File: src/rtl/fetch_stage.sv
// Instruction-fetch stage and IF/ID pipeline register for the 5-stage MIPS core.
// Runs a req/ack fetch handshake with a variable-latency imem. A skid buffer
// parks a word that arrives while D is stalled. Memory wait states reach decode
// as bubbles, so this stage never stalls the rest of the pipeline.
module fetch_stage #(
  parameter logic [31:0] RESET_PC = 32'h0000_0000
) (
  input  logic        clk,
  input  logic        rst,
  input  logic        stallD,
  input  logic        flushD,
  input  logic        pcsrcD,
  input  logic [31:0] pcbranchD,
  input  logic        jumpD,
  output logic        imem_req,
  output logic [31:0] imem_addr,
  input  logic        imem_ack,
  input  logic [31:0] imem_rdata,
  output logic [31:0] instrD,
  output logic [31:0] pcplus4D,
  output logic        validD,
  output logic [5:0]  opD,
  output logic [5:0]  functD
);

  typedef enum logic [1:0] {
    S_FETCH = 2'd0,
    S_HOLD  = 2'd1,
    S_DROP  = 2'd2
  } state_t;

  state_t      r_state;
  state_t      w_state_n;

  logic [31:0] r_pc;
  logic [31:0] r_instr;
  logic [31:0] r_pc4;
  logic        r_valid;
  logic [31:0] r_skid;
  logic [31:0] r_redir;

  logic [31:0] w_pc_n;
  logic [31:0] w_instr_n;
  logic [31:0] w_pc4_n;
  logic        w_valid_n;
  logic [31:0] w_skid_n;
  logic [31:0] w_redir_n;

  logic        w_advance;
  logic        w_redirect;
  logic [31:0] w_target;
  logic [31:0] w_pc_plus4;

  assign w_advance  = !stallD;
  assign w_redirect = w_advance & r_valid & (jumpD | pcsrcD);
  assign w_target   = jumpD ? {r_pc4[31:28], r_instr[25:0], 2'b00} : pcbranchD;
  assign w_pc_plus4 = r_pc + 32'd4;

  // State register
  always_ff @(posedge clk or negedge rst) begin
    if (!rst) r_state <= S_FETCH;
    else      r_state <= w_state_n;
  end

  // Next-state logic
  always_comb begin
    w_state_n = r_state;
    case (r_state)
      S_FETCH: begin
        if (imem_ack) begin
          if (!w_advance) w_state_n = S_HOLD;
        end else if (w_redirect) begin
          w_state_n = S_DROP;
        end
      end
      S_DROP:  if (imem_ack)  w_state_n = S_FETCH;
      S_HOLD:  if (w_advance) w_state_n = S_FETCH;
      default: w_state_n = S_FETCH;
    endcase
  end

  // FSM outputs: request stays up while a response is owed to us
  always_comb begin
    imem_req = 1'b0;
    if ((r_state == S_FETCH) || (r_state == S_DROP)) imem_req = 1'b1;
  end

  // Datapath next values: PC, IF/ID register, skid buffer, pending redirect
  always_comb begin
    w_pc_n    = r_pc;
    w_instr_n = r_instr;
    w_pc4_n   = r_pc4;
    w_valid_n = r_valid;
    w_skid_n  = r_skid;
    w_redir_n = r_redir;
    case (r_state)
      S_FETCH: begin
        if (imem_ack) begin
          if (w_advance) begin
            if (w_redirect) begin
              w_instr_n = 32'h0;
              w_valid_n = 1'b0;
              w_pc_n    = w_target;
            end else if (flushD) begin
              w_instr_n = 32'h0;
              w_valid_n = 1'b0;
              w_pc_n    = w_pc_plus4;
            end else begin
              w_instr_n = imem_rdata;
              w_pc4_n   = w_pc_plus4;
              w_valid_n = 1'b1;
              w_pc_n    = w_pc_plus4;
            end
          end else begin
            w_skid_n = imem_rdata;
          end
        end else begin
          if (w_advance) begin
            w_instr_n = 32'h0;
            w_valid_n = 1'b0;
          end
          // Address must stay stable until the ack, so park the target
          if (w_redirect) w_redir_n = w_target;
        end
      end
      S_DROP: begin
        if (w_advance) begin
          w_instr_n = 32'h0;
          w_valid_n = 1'b0;
        end
        if (imem_ack) w_pc_n = r_redir;
      end
      S_HOLD: begin
        if (w_advance) begin
          if (w_redirect) begin
            w_instr_n = 32'h0;
            w_valid_n = 1'b0;
            w_pc_n    = w_target;
          end else if (flushD) begin
            w_instr_n = 32'h0;
            w_valid_n = 1'b0;
            w_pc_n    = w_pc_plus4;
          end else begin
            w_instr_n = r_skid;
            w_pc4_n   = w_pc_plus4;
            w_valid_n = 1'b1;
            w_pc_n    = w_pc_plus4;
          end
        end
      end
      default: ;
    endcase
  end

  // Datapath registers
  always_ff @(posedge clk or negedge rst) begin
    if (!rst) begin
      r_pc    <= RESET_PC;
      r_instr <= 32'h0;
      r_pc4   <= 32'h0;
      r_valid <= 1'b0;
      r_skid  <= 32'h0;
      r_redir <= 32'h0;
    end else begin
      r_pc    <= w_pc_n;
      r_instr <= w_instr_n;
      r_pc4   <= w_pc4_n;
      r_valid <= w_valid_n;
      r_skid  <= w_skid_n;
      r_redir <= w_redir_n;
    end
  end

  assign imem_addr = r_pc;
  assign instrD    = r_instr;
  assign pcplus4D  = r_pc4;
  assign validD    = r_valid;
  assign opD       = r_instr[31:26];
  assign functD    = r_instr[5:0];

endmodule
File: config.mk
export PLATFORM = sky130hd
export DESIGN_NAME = fetch_stage
export DESIGN_NICKNAME = d
export VERILOG_FILES = /design/src/rtl/fetch_stage.sv
export SDC_FILE = /design/constraint.sdc
export NUM_CORES = 1
export LEC_CHECK = 0
export CAP_MARGIN = 20
export CORE_MARGIN = 8
export CORE_UTILIZATION = 57
export CTS_BUF_LIST = sky130_fd_sc_hd__clkbuf_8
export CTS_CLUSTER_SIZE = 30
export DETAILED_ROUTE_END_ITERATION = 10
export HOLD_SLACK_MARGIN = 0.03
export PLACE_DENSITY = 0.92
export SYNTH_ARGS = -nofsm -noshare
export SYNTH_HDL_FRONTEND = slang
export SYNTH_SLANG_ARGS = --single-unit
File: constraint.sdc
create_clock -name clk -period 6.6 [get_ports clk]
set_input_delay 1.32 -clock clk [delete_from_list [all_inputs] [get_ports clk]]
set_output_delay 1.32 -clock clk [all_outputs]
set_load 0.03 [all_outputs]
==> results by group <==
Status
  – Status: completed

Floorplan
  – Die ar.: 0.0185 mm²
  – I/O pin total: 181
  – Horiz. Die Dim: 136 µm
  – DIE HEIGHT: 136 µm
  – Initial core utilization: 0.574
  – Core area: 0.0143 mm²
  – Row count: 44

Power
  – Combinational share of power: 0.515
  – Sw Pwr: 2.37 mW
  – Pint: 2.87 mW
  – Clk pwr share: 0.125
  – Sw Ratio: 0.452
  – Leakage: 4.29 nW
  – VDD IR max: 0.305 mV
  – Pwr Density: 505 mW/mm²
  – Total power: 5.24 mW
  – Sequential Power Share: 0.361

STA
  – Unrepaired setup endpoints after global routing: false
  – Peak Freq: 0.281 GHz
  – Relative slew margins: 0.334
  – Endpoints failing hold: 0
  – Worst-margin pin slew: 0.999 ns
  – Final min period: 3.55 ns
  – Slew Viols, Final: 0
  – Tightest hold margin: 0.511 ns
  – Fin crit share: 0.538
  – Worst Clk Skew: 0.0145 ns
  – TNS Setup: 0 ns
  – Final number of setup-violating endpoints: 0

Global routing
  – First-pass GRT wire length: 36.6 mm
  – Total Routing Usage GR: 0.250
  – Congestion Overflow GR: 0
  – Initial antenna violation count: 0
  – Number of global-route vias before repair: 6967
  – Largest net degree at the start of global routing: 96

Final layout
  – Fin nets: 1058
  – Util after Layout: 0.725
  – Ant diodes: 0
  – Post-Layout Cell Count: 1178
  – Fraction of layout cells with a size suffix above 1: 0.0915
  – Area growth from synthesis to layout: 26.3%

Clocking
  – TritonCTS buffer count: 17
  – H-tree depth: 4
  – Post-cts repair resize count: 0
  – TritonCTS clock tree: done
  – Post CTS Setup Buffer Count: 0
  – Hold buffers post-CTS: 0
  – Skew-Pair Late Insertion Delay: 0.46 ns
  – Longest Clk Path Bufs: 2
  – Root Driver: clkbuf_8
  – CTS clk-pin slew, worst paths: 0.08 ns
  – # clock sinks: 163

Worst hold path
  – Worst hold path type: flop to flop
  – Hold_sp: r_skid[1]
  – Hold Path Depth: 1
  – WHS Endpoint: r_skid[1]

Setup path
  – CP Max Fanout: 8
  – WP data arrival: 2.23 ns
  – Setup CP Type: flop to primary output
  – Reg2reg setup slack: 3.58 ns
  – CP endpoint kind: primary output
  – Reg-to-Reg Start: r_state[0]
  – Critical path data required time: 5.28 ns
  – Startpoint types: flop
  – RR Endpoint: imem_addr[15]
  – R2R depth: 9

Placed design
  – Placed Cells: 1147
  – GP Congestion: 0.911
  – IO Port Bufs: 180
  – Post-DP HPWL: 16.0 mm

Routing
  – DR pass1 iterations: 6
  – Total Wirelength: 22.8 mm
  – Antenna Violating Nets Remaining: 0
  – Initial DRC count: 563
  – WL/cell: 19.3 µm
  – Via count: 7099
  – Routed vias/inst: 6.03
  – DRC errors left: 0

Synthesis
  – Post-synth top area share: 0.496
  – Number of flops mapped to enable cells by yosys: 0
  – Dominant cells by area after synthesis: dfrtp_1 (50%), a21oi_1 (5.0%), mux2_2 (4.8%), mux2i_1 (4.3%), o21ai_0 (4.0%)
  – Synth cell types: 58
  – Synthesized flop and latch total: 163
  – Synth area leader: dfrtp_1
  – Synthesized area: 0.00822 mm²
  – Top cells by count, synth: dfrtp_1 (163), nor2_1 (85), a21oi_1 (82)
  – Post-Syn Nets: 923
  – Mapped Cells: 847
  – Top FF cell, synth: dfrtp_1
  – Ys async rst share: 1.00
  – Syn_area_per_cell: 9.71 µm²
  – Top-count cell post-synth: dfrtp_1
  – Total of warnings raised by yosys: 0
  – Sequential share of the synthesized area: 0.496

Flow run
  – # Max-Cap Violations: 0
## registers in the layout, summed over array words and instances, names as in the netlist
register and count:
r_skid 32, validD 1, instrD 32, r_redir 32
imem_addr 32, pcplus4D 32, r_state 2
## area by class of cell
type	instances	area, µm²
tap	184	230
timing repair buffer	192	1910
clock buffer	21	289
fill	1039	3930
inverter	12	45.0
clock inverter	10	61.3
multi-input combinational	596	3770
sequential	163	4080
## kinds of logic after synthesis
| group | after synthesis | synth area share |
|---|---|---|
| XOR/XNOR | 27 | 0.0288 |
| multiplexers | 70 | 0.0906 |
| AND/OR/NAND/NOR | 250 | 0.148 |
| buffers and inverters | 88 | 0.0476 |
| flip-flops | 163 | 0.496 |
| adder cells (fa/ha/maj) | 5 | 0.00761 |
| AO/OA/AOI/OAI | 244 | 0.182 |
## metal layers
| metal | vias up | share of wire | track usage |
|---|---|---|---|
| met2 | 331 | 0.47 | 0.394 |
| met5 | - | 0 | 0 |
| met1 | 3439 | 0.40 | 0.316 |
| li1 | 3289 | - | - |
| met4 | 0 | 0.018 | 0.0818 |
| met3 | 40 | 0.11 | 0.0883 |
## critical path, cell delays in order, from the launching register on
cell             delay, ns
dfrtp_1               0.43
inv_1                 0.10
ha_1                  0.31
or2_2                 0.34
clkdlybuf4s50_1       0.60
## worst max path at each step
stage	start	endpoint	slack, ns	depth (start not counted)
finish	r_state[0]	imem_req	3.05	4
global route	r_state[0]	imem_req	2.97	4
CTS	r_state[0]	imem_req	3.03	4
detailed placement	stallD	instrD[16]	2.73	6
global placement	stallD	instrD[30]	2.22	6
floorplan	r_state[0]	imem_req	3.49	6
## per-stage QoR
step,setup WS [ns],area [µm²]
after floorplan,3.49,8220
after global placement,2.22,10000
after detailed placement,2.73,10000
after CTS,3.03,10400
after global routing,2.97,10400
final,3.05,10400
## power groups by stage
stage / sequential [mW] / clock, mW / combinational [mW]
6_report: 1.89 / 0.653 / 2.70
5_1_grt: 1.95 / 0.699 / 2.90
4_1_cts: 1.88 / 0.661 / 2.71
3_5_place_dp: 1.90 / 0 / 2.69
3_3_place_gp: 1.86 / 0 / 2.61
2_1_floorplan: 2.29 / 0 / 1.25
## placed cells by master, fill, tap and decap left out, types with 3 or more instances in the layout
cell type / netlist / layout
o211a_1: 3 / 3
a221o_1: 3 / 3
a22oi_1: 34 / 34
o31ai_1: 5 / 5
a21oi_1: 82 / 82
o21ai_0: 65 / 65
nor2b_1: 4 / 3
nor2_1: 85 / 84
xnor2_1: 13 / 13
mux2i_1: 35 / 35
mux2_2: 35 / 35
nand3_1: 22 / 22
nand2b_1: 9 / 9
or4_1: 3 / 3
and3_1: 12 / 11
clkdlybuf4s50_1: 0 / 178
o22ai_1: 6 / 6
nand4_1: 10 / 10
o21a_1: 3 / 3
nand2_1: 73 / 73
clkinvlp_4: 0 / 4
a21o_1: 7 / 7
dfrtp_1: 163 / 163
inv_1: 11 / 13
buf_4: 14 / 11
a31oi_1: 6 / 6
clkinv_2: 0 / 3
ha_1: 5 / 5
xor2_1: 14 / 14
clkbuf_8: 0 / 21
nor3_1: 9 / 9
a221oi_1: 6 / 6
nor4_1: 4 / 4
o31a_1: 6 / 6
o22a_1: 3 / 3
Note: power is estimated with default switching activity, not from simulation.
